--- config.mk ---
export PLATFORM = sky130hd
export DESIGN_NAME = ysyx_25020047_ifu
export DESIGN_NICKNAME = d
export VERILOG_FILES = /design/src/rtl/ysyx_25020047_ifu.sv
export SDC_FILE = /design/constraint.sdc
export NUM_CORES = 1
export LEC_CHECK = 0
export ABC_AREA = 1
export CAP_MARGIN = 25
export CORE_UTILIZATION = 41
export CTS_CLUSTER_DIAMETER = 60
export DETAILED_ROUTE_END_ITERATION = 7
export PLACE_DENSITY = 0.77
export SYNTH_ARGS = -nofsm -noshare
export SYNTH_HDL_FRONTEND = slang
export SYNTH_SLANG_ARGS = --single-unit
--- constraint.sdc ---
create_clock -name clk -period 2.01 [get_ports clk]
set_input_delay 0.5025 -clock clk [delete_from_list [all_inputs] [get_ports clk]]
set_output_delay 0.5025 -clock clk [all_outputs]
set_load 0.005 [all_outputs]
--- src/rtl/ysyx_25020047_ifu.sv ---
// Instruction fetch unit: issues one word read per fetch_start on the
// instruction-memory bus and hands the word to decode over valid/ready.
// One fetch in flight at a time, one-entry hold register, response timeout
// and flush for redirects. Every output is a register.
module ysyx_25020047_ifu #(
    parameter int unsigned TIMEOUT  = 255,
    parameter logic [31:0] NOP_INST = 32'h00000013
) (
    input  logic        clk,
    input  logic        rst,
    input  logic        fetch_start,
    input  logic [31:0] pc,
    input  logic        flush,
    output logic        imem_req_valid,
    input  logic        imem_req_ready,
    output logic [31:0] imem_req_addr,
    input  logic        imem_rsp_valid,
    input  logic [31:0] imem_rsp_data,
    input  logic        imem_rsp_err,
    output logic        inst_valid,
    input  logic        inst_ready,
    output logic [31:0] inst,
    output logic [31:0] inst_pc,
    output logic [1:0]  inst_err,
    output logic        busy,
    output logic [31:0] fetch_cnt
);

    typedef enum logic [1:0] {
        S_IDLE = 2'd0,
        S_REQ  = 2'd1,
        S_WAIT = 2'd2,
        S_HOLD = 2'd3
    } state_t;

    localparam logic [1:0] ERR_OK    = 2'd0;
    localparam logic [1:0] ERR_ALIGN = 2'd1;
    localparam logic [1:0] ERR_BUS   = 2'd2;
    localparam logic [1:0] ERR_TOUT  = 2'd3;

    // The timer value reached on this WAIT cycle is compared with TIMEOUT-1,
    // so the abort lands TIMEOUT cycles after the request was accepted.
    localparam logic [16:0] TOUT_LIMIT = 17'(TIMEOUT) - 17'd1;

    state_t      state_r, state_s;
    logic        drop_r, drop_s;
    logic [15:0] timer_r, timer_s;
    logic        req_valid_r, req_valid_s;
    logic [31:0] req_addr_r, req_addr_s;
    logic        inst_valid_r, inst_valid_s;
    logic [31:0] inst_r, inst_s;
    logic [31:0] inst_pc_r, inst_pc_s;
    logic [1:0]  inst_err_r, inst_err_s;
    logic        busy_r, busy_s;
    logic [31:0] fetch_cnt_r, fetch_cnt_s;
    logic [16:0] timer_inc_s;
    logic        timeout_hit_s;

    assign timer_inc_s   = {1'b0, timer_r} + 17'd1;
    assign timeout_hit_s = (timer_inc_s >= TOUT_LIMIT);

    // Next-state and next-output computation for the fetch FSM.
    always_comb begin
        state_s      = state_r;
        drop_s       = drop_r;
        timer_s      = timer_r;
        req_valid_s  = req_valid_r;
        req_addr_s   = req_addr_r;
        inst_valid_s = inst_valid_r;
        inst_s       = inst_r;
        inst_pc_s    = inst_pc_r;
        inst_err_s   = inst_err_r;
        fetch_cnt_s  = fetch_cnt_r;
        case (state_r)
            S_IDLE: begin
                // flush is meaningless here; a same-cycle fetch_start still starts
                if (fetch_start) begin
                    req_addr_s = pc;
                    inst_pc_s  = pc;
                    drop_s     = 1'b0;
                    if (pc[1:0] != 2'b00) begin
                        state_s      = S_HOLD;
                        inst_s       = NOP_INST;
                        inst_err_s   = ERR_ALIGN;
                        inst_valid_s = 1'b1;
                    end else begin
                        state_s     = S_REQ;
                        req_valid_s = 1'b1;
                    end
                end else begin
                    state_s = S_IDLE;
                end
            end
            S_REQ: begin
                // The request must complete even when flushed; just remember it.
                drop_s = drop_r | flush;
                if (imem_req_ready) begin
                    state_s     = S_WAIT;
                    req_valid_s = 1'b0;
                    timer_s     = 16'd0;
                end else begin
                    state_s     = S_REQ;
                    req_valid_s = 1'b1;
                end
            end
            S_WAIT: begin
                drop_s  = drop_r | flush;
                timer_s = timer_inc_s[15:0];
                if (imem_rsp_valid || timeout_hit_s) begin
                    if (drop_r || flush) begin
                        state_s = S_IDLE;
                        drop_s  = 1'b0;
                    end else begin
                        state_s      = S_HOLD;
                        inst_valid_s = 1'b1;
                        // A response in the timeout cycle takes priority.
                        if (imem_rsp_valid) begin
                            if (imem_rsp_err) begin
                                inst_s     = NOP_INST;
                                inst_err_s = ERR_BUS;
                            end else begin
                                inst_s     = imem_rsp_data;
                                inst_err_s = ERR_OK;
                            end
                        end else begin
                            inst_s     = NOP_INST;
                            inst_err_s = ERR_TOUT;
                        end
                    end
                end else begin
                    state_s = S_WAIT;
                end
            end
            S_HOLD: begin
                // flush beats a same-cycle handshake: nothing is counted
                if (flush) begin
                    state_s      = S_IDLE;
                    inst_valid_s = 1'b0;
                end else if (inst_ready) begin
                    state_s      = S_IDLE;
                    inst_valid_s = 1'b0;
                    fetch_cnt_s  = fetch_cnt_r + 32'd1;
                end else begin
                    state_s      = S_HOLD;
                    inst_valid_s = 1'b1;
                end
            end
            default: begin
                state_s      = S_IDLE;
                drop_s       = 1'b0;
                req_valid_s  = 1'b0;
                inst_valid_s = 1'b0;
            end
        endcase
        busy_s = (state_s != S_IDLE);
    end

    // State and output registers; reset abandons any fetch in flight.
    always_ff @(posedge clk or negedge rst) begin
        if (!rst) begin
            state_r      <= S_IDLE;
            drop_r       <= 1'b0;
            timer_r      <= 16'd0;
            req_valid_r  <= 1'b0;
            req_addr_r   <= 32'd0;
            inst_valid_r <= 1'b0;
            inst_r       <= 32'd0;
            inst_pc_r    <= 32'd0;
            inst_err_r   <= 2'd0;
            busy_r       <= 1'b0;
            fetch_cnt_r  <= 32'd0;
        end else begin
            state_r      <= state_s;
            drop_r       <= drop_s;
            timer_r      <= timer_s;
            req_valid_r  <= req_valid_s;
            req_addr_r   <= req_addr_s;
            inst_valid_r <= inst_valid_s;
            inst_r       <= inst_s;
            inst_pc_r    <= inst_pc_s;
            inst_err_r   <= inst_err_s;
            busy_r       <= busy_s;
            fetch_cnt_r  <= fetch_cnt_s;
        end
    end

    assign imem_req_valid = req_valid_r;
    assign imem_req_addr  = req_addr_r;
    assign inst_valid     = inst_valid_r;
    assign inst           = inst_r;
    assign inst_pc        = inst_pc_r;
    assign inst_err       = inst_err_r;
    assign busy           = busy_r;
    assign fetch_cnt      = fetch_cnt_r;

endmodule

==> reports/summary.txt, run 1 <==
Placed cell count - 1024
Arr. time, crit path - 2450 ps
Met2 routed WL - 8480 um
Skew final - 8.79 ps
Distinct cell type count after synthesis - 34
Internal power consumption - 8450 uW
Violations in the final reports - negative setup slack
Final routed wirelength across all metal layers - 16700 um
Part of the Yosys area used for sequential elements - 0.510
Class of the tightest hold or removal check - reg -> reg
Final Total Pwr - 12200 uW
Number of H-tree levels - 4
Height of the die - 122 um
Worst path required time - 2320 ps
Worst hold margin - 480 ps
Residual DRC count - 0
Placement Setup Slack - -422 ps
Post-synthesis instance total - 633
Bufs on Longest Clock Path - 2
Total leakage power - 0.00421 uW
Power share of the combinational group - 0.429
Placed cell areas - 8290 um2
Min-Delay Endpoint - inst_err[0]
DRT Pass-1 Iters - 4
Final design instance area without fill - 9430 um2
Clock period minus worst slack - 2140 ps
Flop and latch count out of synthesis - 120
Worst IR Drop VDD - 677 uV
Warning count from the yosys run - 0
Layout overhead on the synthesized area - 60.1%
Maxcap violations - 0
Number of buffers created by CTS - 17
Total Die Area - 14800 um2
TritonCTS clock tree - yes
Avg Vias per Cell - 4.88
DRC marker count from the first detailed-route iteration - 332
Category of the worst setup path capture point - flip-flop
Transition time at the pin with the least slew margin - 357 ps
First-pass GRT wire length - 25800 um
Reg-to-Reg Start - timer_r[0]
Final setup violation count - 35
PD cells - 1300 nW/um2
Sequential fraction of design power - 0.295
Library cell appearing most often on the critical path - nand2_2
Initial core utilization - 0.423
Number of primary I/O pins - 205
Final period utilization - 1.07
Chain of cells forming the critical path - ha_4 -> nand2_4 -> nor2_4 -> buf_6 -> nand2_2 -> nand2_2 -> a21oi_2 -> nand3_1 -> nor2_2 -> nand3_4 -> nand2_8 -> buf_12 -> buf_16 -> o21ai_2
Layout net count - 958
Netlist area before placement - 5890 um2
Routability congestion estimate - 0.893
Number of antenna violations at the first check in global routing - 1
Routed metal-1 wire length - 6670 um
Net Switching - 3800 uW
Core box area - 13900 um2
Critical-path top delay cell - dfrtp_2
Max-Slew Margin vs Limit - 0.762
Clock share of power - 0.276
Crit Path Max Fanout - 7
Half-perimeter wire length after detailed placement - 11500 um
Number of placement rows - 43
Highest signal layer in the routed design - met4
Wire length on met3 - 1100 um
Count of final max-slew check failures - 0
Latest clock arrival within the worst-skew pair - 420 ps
Slowest cell delay on critical path - 450 ps
Final-report hold violation count - 0
Cell at the root of the clock tree - clkbuf_16
Worst R2R Path Depth - 14
Die Wd - 122 um
Routed wirelength normalized by instance count - 15.6 um
Number of cells in the finished layout apart from fillers - 1071
Net count after synthesis - 714
Detailed-route via count - 5223
Nature of the critical path startpoint - flip-flop
Aggregate global-route resource usage - 0.228
Result of the run - complete, but fails checks
Share of cells above drive strength 1 - 0.242
Vias in the first global route - 5091
Pin count of the biggest net entering global routing - 47
Reg-to-reg setup timing slack - -130 ps
Post-detailed-route count of antenna-violating nets - 0
Clock-pin slew of the registers on the worst-case setup and hold paths - 50 ps
Total global routing overflow - 0
I/O Buffers - 204
# clock sinks - 120
Peak Freq - 467 MHz
Startpoint-to-endpoint class of the critical path - reg -> reg
Cell depth of the worst hold path - 2
Final WS setup - -131 ps
Synthesized area per cell - 9.30 um2
Worst reg2reg path endpoint - inst[31]
Unrepaired setup endpoints after global routing - yes
Switching share of total power - 0.310
Hold Crit Start - inst_err[0]
-- cells in the final DEF, fill, tap and decap left out, types with 3 or more instances in the layout --
master           netlist  routed
clkdlybuf4s50_1        0     202
nand2_1              141     124
dfrtp_1              120     118
inv_1                 56      56
buf_4                 32      54
nor2_1                47      39
mux2_2                32      32
nand3_1               35      31
nand2_2               13      25
o21ai_2               10      24
clkbuf_16              0      19
xor2_1                18      18
nand4_1               15      15
xnor2_1               14      14
o21ai_0               17      13
o21ai_1               21      11
nor2_2                 4      10
nor3_1                10       9
o22ai_1                7       7
ha_1                   9       6
buf_12                 0       6
bufinv_16              0       5
nand2_4                0       4
nor2_4                 2       4
nand3_2                0       3
ha_4                   0       3
buf_16                 0       3
-- critical path, delay by kind of cell (launching register included) --
kind | cells | cell delay (ps)
simple gates | 8 | 820
flops | 1 | 450
compound gates | 2 | 180
buf+inv | 3 | 370
fa+ha+maj | 1 | 190
-- cell type report --
type / count / area, um2
antenna: 1 / 2.50
clock buffer: 21 / 460
clock inverter: 11 / 193
fill: 1026 / 4510
inverter: 56 / 210
multi-input combinational: 411 / 2600
sequential: 120 / 3010
tap: 180 / 225
timing repair buffer: 271 / 2730
-- repair_timing --
action / in CTS / in global routing
pin swaps: 3 / 17
endpoints found under the setup margin: 35 / 50
buffers inserted: 4 / 5
endpoints found under the hold margin: 19 / 0
hold buffers: 1 / 0
resized for setup: 28 / 48
cloned: 3 / 2
-- synthesized netlist by cell type, drive strengths merged --
master | instances | area [um2]
nand4 | 15 | 93.8
clkbuf | 4 | 15.0
nand3 | 36 | 193
dfrtp | 120 | 3000
mux2 | 32 | 360
nor2 | 53 | 224
a221oi | 1 | 8.76
o21a | 2 | 15.0
nand2 | 154 | 611
nand3b | 1 | 7.51
xor2 | 18 | 158
o32ai | 1 | 8.76
o22ai | 7 | 43.8
o21ai | 48 | 278
ha | 9 | 113
nor4 | 1 | 6.26
and3 | 2 | 12.5
buf | 42 | 312
a21oi | 3 | 15.0
xnor2 | 14 | 123
nor3b | 2 | 15.0
or2 | 1 | 6.26
inv | 56 | 210
o21bai | 1 | 7.51
nor3 | 10 | 50.1
-- state kept, by name, indices dropped and copies added (netlist names) --
signal and count:
fetch_cnt 32, inst 32, inst_pc 32, timer_r 16, inst_err 2, state_r 2, busy 1, drop_r 1
imem_req_valid 1, inst_valid 1
-- per-layer routing --
layer | vias up | track usage
met1 | 2471 | 0.277
li1 | 2522 | -
met4 | 0 | 0.0972
met5 | - | 0
met2 | 197 | 0.383
met3 | 33 | 0.0585
-- stage by stage --
step                      setup TNS, ps   util
final                             -2930  0.676
after global routing              -7260  0.676
after CTS                         -1950  0.659
after detailed placement         -15440  0.595
after global placement           -14420  0.595
after floorplan                       0      -
-- power by group through the flow --
stage | clock network, uW | registers (uW) | logic, uW
after floorplan | 0 | 3550 | 2240
after global placement | 0 | 3550 | 4220
after detailed placement | 0 | 3590 | 4300
after CTS | 3410 | 3580 | 4950
after global routing | 3540 | 3700 | 5670
final | 3380 | 3610 | 5260
-- kinds of logic (layout without fill, tap and decap cells) --
group                    after synthesis  count (layout)  synth area share
adder cells (fa/ha/maj)                9               9            0.0191
AO/OA/AOI/OAI                         63              63            0.0640
flip-flops                           120             120             0.510
multiplexers                          32              32            0.0612
other                                  0               1                 0
XOR/XNOR                              32              32            0.0476
buffers and inverters                102             359            0.0912
AND/OR/NAND/NOR                      275             275             0.207
-- worst max path at each step --
stage	from	to	slack, ps	cells past startpoint
2_1_floorplan	timer_r[0]	inst[15]	50	13
3_3_place_gp	flush	fetch_cnt[21]	-370	10
3_5_place_dp	flush	fetch_cnt[27]	-420	11
4_1_cts	timer_r[0]	inst[28]	-90	14
5_1_grt	timer_r[0]	inst[10]	-240	14
6_report	timer_r[0]	inst[31]	-130	14
No activity file was read; power rests on OpenSTA's default activity.
==> run 2: changes to the inputs <==
- CAP_MARGIN: 25 -> 20
==> results of run 2 <==
Same layout as run 1: the final DEF is identical, and so are final timing and power.
==> run 3: changes to the inputs <==
- MAX_ROUTING_LAYER: default -> met4
==> run 3 against run 2 <==
  * The run still ends with negative setup slack left
  * Utilization increased by 1.8 points
  * Global-route usage increased by 0.14 points
  * Total power increased by 3.3%
  * Register-to-register slack got worse by 70 ps
  * First-iteration DRC count decreased by 13%
  * Sequential cell count unchanged
  * Clock skew about the same
  * Maximum frequency decreased by 3.0%
  * Sequential share of layout area decreased by 0.84 points
  * Critical endpoint is now inst[0]
==> reports/summary.txt, run 3 (synthesized netlist as in run 1, its figures left out) <==
Result of the run - complete, but fails checks
Violations in the final reports - negative setup slack
Aggregate global-route resource usage - 0.230
Total Die Area - 14800 um2
Half-perimeter wire length after detailed placement - 11400 um
Core box area - 13900 um2
Worst IR Drop VDD - 668 uV
Pin count of the biggest net entering global routing - 41
Die Wd - 122 um
TritonCTS clock tree - yes
Startpoint-to-endpoint class of the critical path - reg -> reg
Peak Freq - 453 MHz
Bufs on Longest Clock Path - 2
Slowest cell delay on critical path - 390 ps
Reg-to-reg setup timing slack - -200 ps
DRC marker count from the first detailed-route iteration - 290
Number of primary I/O pins - 205
DRT Pass-1 Iters - 6
Height of the die - 122 um
Total global routing overflow - 0
Count of antenna diodes in the layout - 0
Placement Setup Slack - -475 ps
Cell at the root of the clock tree - clkbuf_16
Latest clock arrival within the worst-skew pair - 420 ps
Vias in the first global route - 5070
Library cell appearing most often on the critical path - nand2_2
Class of the tightest hold or removal check - reg -> reg
Crit-path leading delay family - simple AND/OR/NAND/NOR gates
Final-report hold violation count - 0
Routed wirelength normalized by instance count - 16.4 um
Nature of the critical path startpoint - flip-flop
Residual DRC count - 0
Crit Path Max Fanout - 7
Sum Neg Setup Slack - -4180 ps
Detailed-route via count - 5329
Leading cell types in the layout, fill and taps excluded - 202 x clkdlybuf4s50_1, 120 x dfrtp_1, 106 x nand2_1
Layout net count - 964
Max-Slew Margin vs Limit - 0.629
Arr. time, crit path - 2540 ps
Number of antenna violations at the first check in global routing - 0
Total leakage power - 0.00434 uW
Share of cells above drive strength 1 - 0.290
Critical-path top delay cell - dfrtp_1
Transition time at the pin with the least slew margin - 552 ps
First-pass GRT wire length - 25100 um
Number of buffers created by CTS - 17
I/O Buffers - 204
Commonest non-fill, non-tap cell in the layout - clkdlybuf4s50_1
Clock-pin slew of the registers on the worst-case setup and hold paths - 60 ps
Chain of cells forming the critical path - ha_2 -> nand2_2 -> nor2_4 -> buf_4 -> nand2_2 -> nand2_2 -> a21oi_2 -> nand3_2 -> nor2_4 -> nand3_4 -> nand2_8 -> clkbuf_16 -> nand2_2 -> o21ai_1
# clock sinks - 120
Category of the worst setup path capture point - flip-flop
Avg Vias per Cell - 4.95
Post-detailed-route count of antenna-violating nets - 0
Number of filler cells placed in the layout - 983
Unrepaired setup endpoints after global routing - yes
Final period utilization - 1.10
Number of H-tree levels - 4
Final WS setup - -198 ps
Maxcap violations - 0
Routability congestion estimate - 0.900
Layout overhead on the synthesized area - 64.3%
Final routed wirelength across all metal layers - 17600 um
Clock period minus worst slack - 2210 ps
Worst path required time - 2340 ps
Initial core utilization - 0.423
Count of final max-slew check failures - 0
Skew final - 9.12 ps
PD cells - 1310 nW/um2
Number of placement rows - 43
Crit path buf inv count - 2
Final setup violation count - 38
[run 3: cell types whose count changed in the layout (fill, tap and decap cells not counted), moves of 3 or more]
| cell | change |
|---|---|
| nand2_4 | +9 |
| o21ai_1 | -5 |
| nand2_1 | -18 |
| nand3_2 | +7 |
| clkbuf_8 | +4 |
| nand2_2 | +9 |
| buf_4 | +3 |
| nor2_4 | +4 |
| o21ai_2 | +5 |
| nand3_1 | -6 |
| nor2_1 | -7 |
| nor2_2 | +3 |
[run 3: final timing paths]
kind	start	to	cells after the start
setup / recovery	timer_r[1]	inst[0]	14
hold / removal	fetch_cnt[31]	fetch_cnt[31]	1
setup reg to reg	timer_r[1]	inst[0]	14
hold reg to reg	fetch_cnt[31]	fetch_cnt[31]	1
max in group asynchronous	rst	timer_r[4]	3
min in group asynchronous	rst	inst[11]	2
[run 3: layout make-up]
cell class              instances  area, um2  share of cell area
clock inverters                 9        160              0.0166
inverters                      56        210              0.0217
repair buffers                276       2770               0.287
flip-flops and latches        120       3000               0.310
well taps                     180        225              0.0233
clock buffers                  23        508              0.0525
multi-input cells             412       2790               0.289
[run 3: repair_timing]
item	4_1_cts	5_1_grt
hold buffers	1	0
endpoints found under the hold margin	18	0
endpoints found under the setup margin	38	51
setup buffers	2	5
gates cloned	2	6
pin swaps	1	21
gates resized for setup	26	102
[run 3: report_power, final]
part,switching (uW),total (uW),internal (uW)
logic,2400,5690,3280
registers,536,3590,3050
clock network,1100,3380,2280
total,4040,12700,8610
[run 3: routing by layer]
layer | track usage | share of wire
met4 | 0.0926 | 0.024
met2 | 0.384 | 0.52
met5 | - | 0
met3 | 0.0520 | 0.049
met1 | 0.267 | 0.40
[run 3: stage by stage]
| step | total power [uW] | cell area, um2 | hold slack, ps | util | instances |
|---|---|---|---|---|---|
| floorplan | 5780 | 5890 | 207 | - | 633 |
| global route | 13300 | 9670 | 495 | 0.694 | 1076 |
| finish | 12700 | 9670 | 478 | 0.694 | 1076 |
| global placement | 7800 | 8310 | 426 | 0.596 | 1028 |
| detailed placement | 7920 | 8310 | 421 | 0.596 | 1028 |
| CTS | 11800 | 9140 | 480 | 0.656 | 1065 |
==> RTL change, RTL diff (config.mk and constraints of run 1) <==
The 4 states of `state_t` get a one-hot encoding in 4 bits.
--- a/src/rtl/ysyx_25020047_ifu.sv
+++ b/src/rtl/ysyx_25020047_ifu.sv
@@ -26,11 +26,11 @@
     output logic [31:0] fetch_cnt
 );
 
-    typedef enum logic [1:0] {
-        S_IDLE = 2'd0,
-        S_REQ  = 2'd1,
-        S_WAIT = 2'd2,
-        S_HOLD = 2'd3
+    typedef enum logic [3:0] {
+        S_IDLE = 4'b0001,
+        S_REQ  = 4'b0010,
+        S_WAIT = 4'b0100,
+        S_HOLD = 4'b1000
     } state_t;
 
     localparam logic [1:0] ERR_OK    = 2'd0;
Behaviour: no difference found for any inputs over 4 cycles, from zero or initial values and one cycle with rst low; so few cycles prove little.
==> RTL change against run 1 <==
- the run ends with DRC, setup timing left
- setup slack improved by 0.12 ns
- fmax grew 5.8%
- combinational power shrank 15%
- power shrank 8.3%
- area after synthesis is 5.1% higher
- first-iteration DRC count up 51%
- die area grew 5.0%
- largest power group unchanged
- hold slack gained 0.0014 ns
- routed wire length increased by 2.8%
- cell area rose by 0.76%
- sequential cell count increased by 2
==> RTL change: results <==
export IMPL_status="finished with violations"
export IMPL_violations="DRC, setup timing"
export IMPL_via_per_inst=5.027
export IMPL_post_route_drc_count=24
export IMPL_synth_cells_most_frequent="243 x sky130_fd_sc_hd__nand2_1, 121 x sky130_fd_sc_hd__dfrtp_1, 57 x sky130_fd_sc_hd__inv_1, 51 x sky130_fd_sc_hd__nand3_1, 44 x sky130_fd_sc_hd__nand4_1"
export IMPL_grt_use_met3_pct=5.713
export IMPL_intPower_w=0.007419
export IMPL_worst_path_max_delay_cell="sky130_fd_sc_hd__dfrtp_2"
export IMPL_critical_path_top_delay_family="simple AND/OR/NAND/NOR gates"
export IMPL_num_nets_final=1027
export IMPL_met1_usage_pct=27.47
export IMPL_grt_start_max_net_pins=63
export IMPL_drt_iter0_markers=500
export IMPL_mappedNetlistNets=806
export IMPL_p_leak_nw=4.489
export IMPL_cts_made_buffers=17
export IMPL_setup_ws_post_layout_ns=-0.01401
export IMPL_finalWeightedCongestion=0.8038
export IMPL_met2_usage_pct=36.98
export IMPL_clock_insertion_delay_worst_skew_ns=0.41
export IMPL_first_global_vias=5603
export IMPL_cts_root_buffer="sky130_fd_sc_hd__clkbuf_16"
export IMPL_synth_warnings=0
export IMPL_setup_viol=3
export IMPL_htree_levels=4
export IMPL_arrival_ns=2.32
export IMPL_worstMarginPinSlew_ns=0.4760
export IMPL_ir_worst_vdd_mv=0.6596
export IMPL_dr_pass1_iters=7
export IMPL_hold_class="reg2reg"
export IMPL_insertedDiodeCount=0
export IMPL_skew_final_ns=0.009555
export IMPL_drive_gt1_share_pct=18.05
export IMPL_synth_lib_cells_used_distinct=39
export IMPL_detailedPlacementHpwl_um=11510
export IMPL_ys_seq_area_share_pct=49.34
export IMPL_wire_per_inst_um=14.92
export IMPL_globalRouteTotalUtil_pct=22.15
export IMPL_async_reset_ff_share_pct=100.0
export IMPL_critical_path_max_stage_delay_ns=0.44
export IMPL_synth_top_cells_by_area="sky130_fd_sc_hd__dfrtp_1 49%, sky130_fd_sc_hd__nand2_1 15%, sky130_fd_sc_hd__nand4_1 4.4%"
export IMPL_timing_critical_path_fanout_max=17
export IMPL_antenna_violations_before_repair=0
export IMPL_cts_clk_slew_worst_paths_ns=0.05
export IMPL_wire_length_of_the_first_global_routing_pass_um=27500
==> RTL change: changes by cell type after synthesis, moves of 12 or more <==
cell / change
sky130_fd_sc_hd__mux2_2: -32
sky130_fd_sc_hd__nand2_1: +102
sky130_fd_sc_hd__nand3_1: +16
sky130_fd_sc_hd__nand3_2: +12
sky130_fd_sc_hd__nand4_1: +29
sky130_fd_sc_hd__nor2_1: -12
sky130_fd_sc_hd__o21ai_1: -21
==> RTL change: cell families after synthesis <==
kind of cell	after synthesis	synth area share (%)
buffers and inverters	117	10.37
adder cells (fa/ha/maj)	3	0.6065
AND/OR/NAND/NOR	429	32.48
flip-flops	122	49.34
XOR/XNOR	31	4.386
AO/OA/AOI/OAI	29	2.810
==> RTL change: power groups by stage <==
stage,combinational (W),clock [W],sequential (W)
floorplan,0.00222,0,0.00360
global placement,0.00399,0,0.00367
detailed placement,0.00408,0,0.00367
CTS,0.00432,0.00312,0.00369
global route,0.00489,0.00324,0.00381
finish,0.00446,0.00306,0.00372
==> RTL change: area by class of cell <==
type,instances,area [sq um]
multi-input cells,492,2764
fillers,1195,5147
flip-flops and latches,122,3057
well taps,184,230.2
clock buffers,24,471.7
repair buffers,259,2628
clock inverters,7,116.4
inverters,60,230.2
==> RTL change: worst paths after layout <==
| check | from | end | slack (ns) | cells past startpoint |
|---|---|---|---|---|
| setup / recovery | timer_r[1] | inst[30] | -0.01 | 15 |
| hold / removal | imem_req_valid | imem_req_valid | 0.48 | 1 |
| min in group asynchronous | rst | inst_pc[2] | 0.49 | 2 |
| setup reg to reg | timer_r[1] | inst[30] | -0.01 | 15 |
| max in group asynchronous | rst | state_r[0] | 0.91 | 3 |
| hold reg to reg | imem_req_valid | imem_req_valid | 0.48 | 1 |
==> RTL change: what timing repair did <==
action	in CTS	in global routing
buffers inserted	6	6
pin swaps	20	29
gates cloned	2	2
hold buffers	1	0
resized for setup	36	38
setup endpoints to repair	37	48
hold endpoints to repair	11	0
==> RTL change: routing by layer <==
metal,wire length (um),share of wire (%)
met5,0,0
met4,303,1.8
met3,1043,6.1
met2,8598,50
met1,7183,42
==> RTL change: worst reg2reg max path, delay by kind of cell (launching register included) <==
kind	cells	cell delay, ns
adder cells (fa/ha/maj)	1	0.19
buffers and inverters	3	0.40
flip-flops	1	0.44
AND/OR/NAND/NOR	11	0.90
==> RTL change: per-stage QoR <==
stage	hold slack [ns]	cell area (sq um)	instances	setup WS, ns	setup TNS (ns)
2_1_floorplan	0.2069	6190	731	0.1424	0
3_5_place_dp	0.3707	8488	1104	-0.2817	-5.692
6_report	0.4819	9497	1148	-0.01401	-0.02509
4_1_cts	0.4867	9353	1144	-0.009093	-0.02884
5_1_grt	0.5033	9497	1148	-0.1503	-3.985
3_3_place_gp	0.3739	8488	1104	-0.1803	-4.401
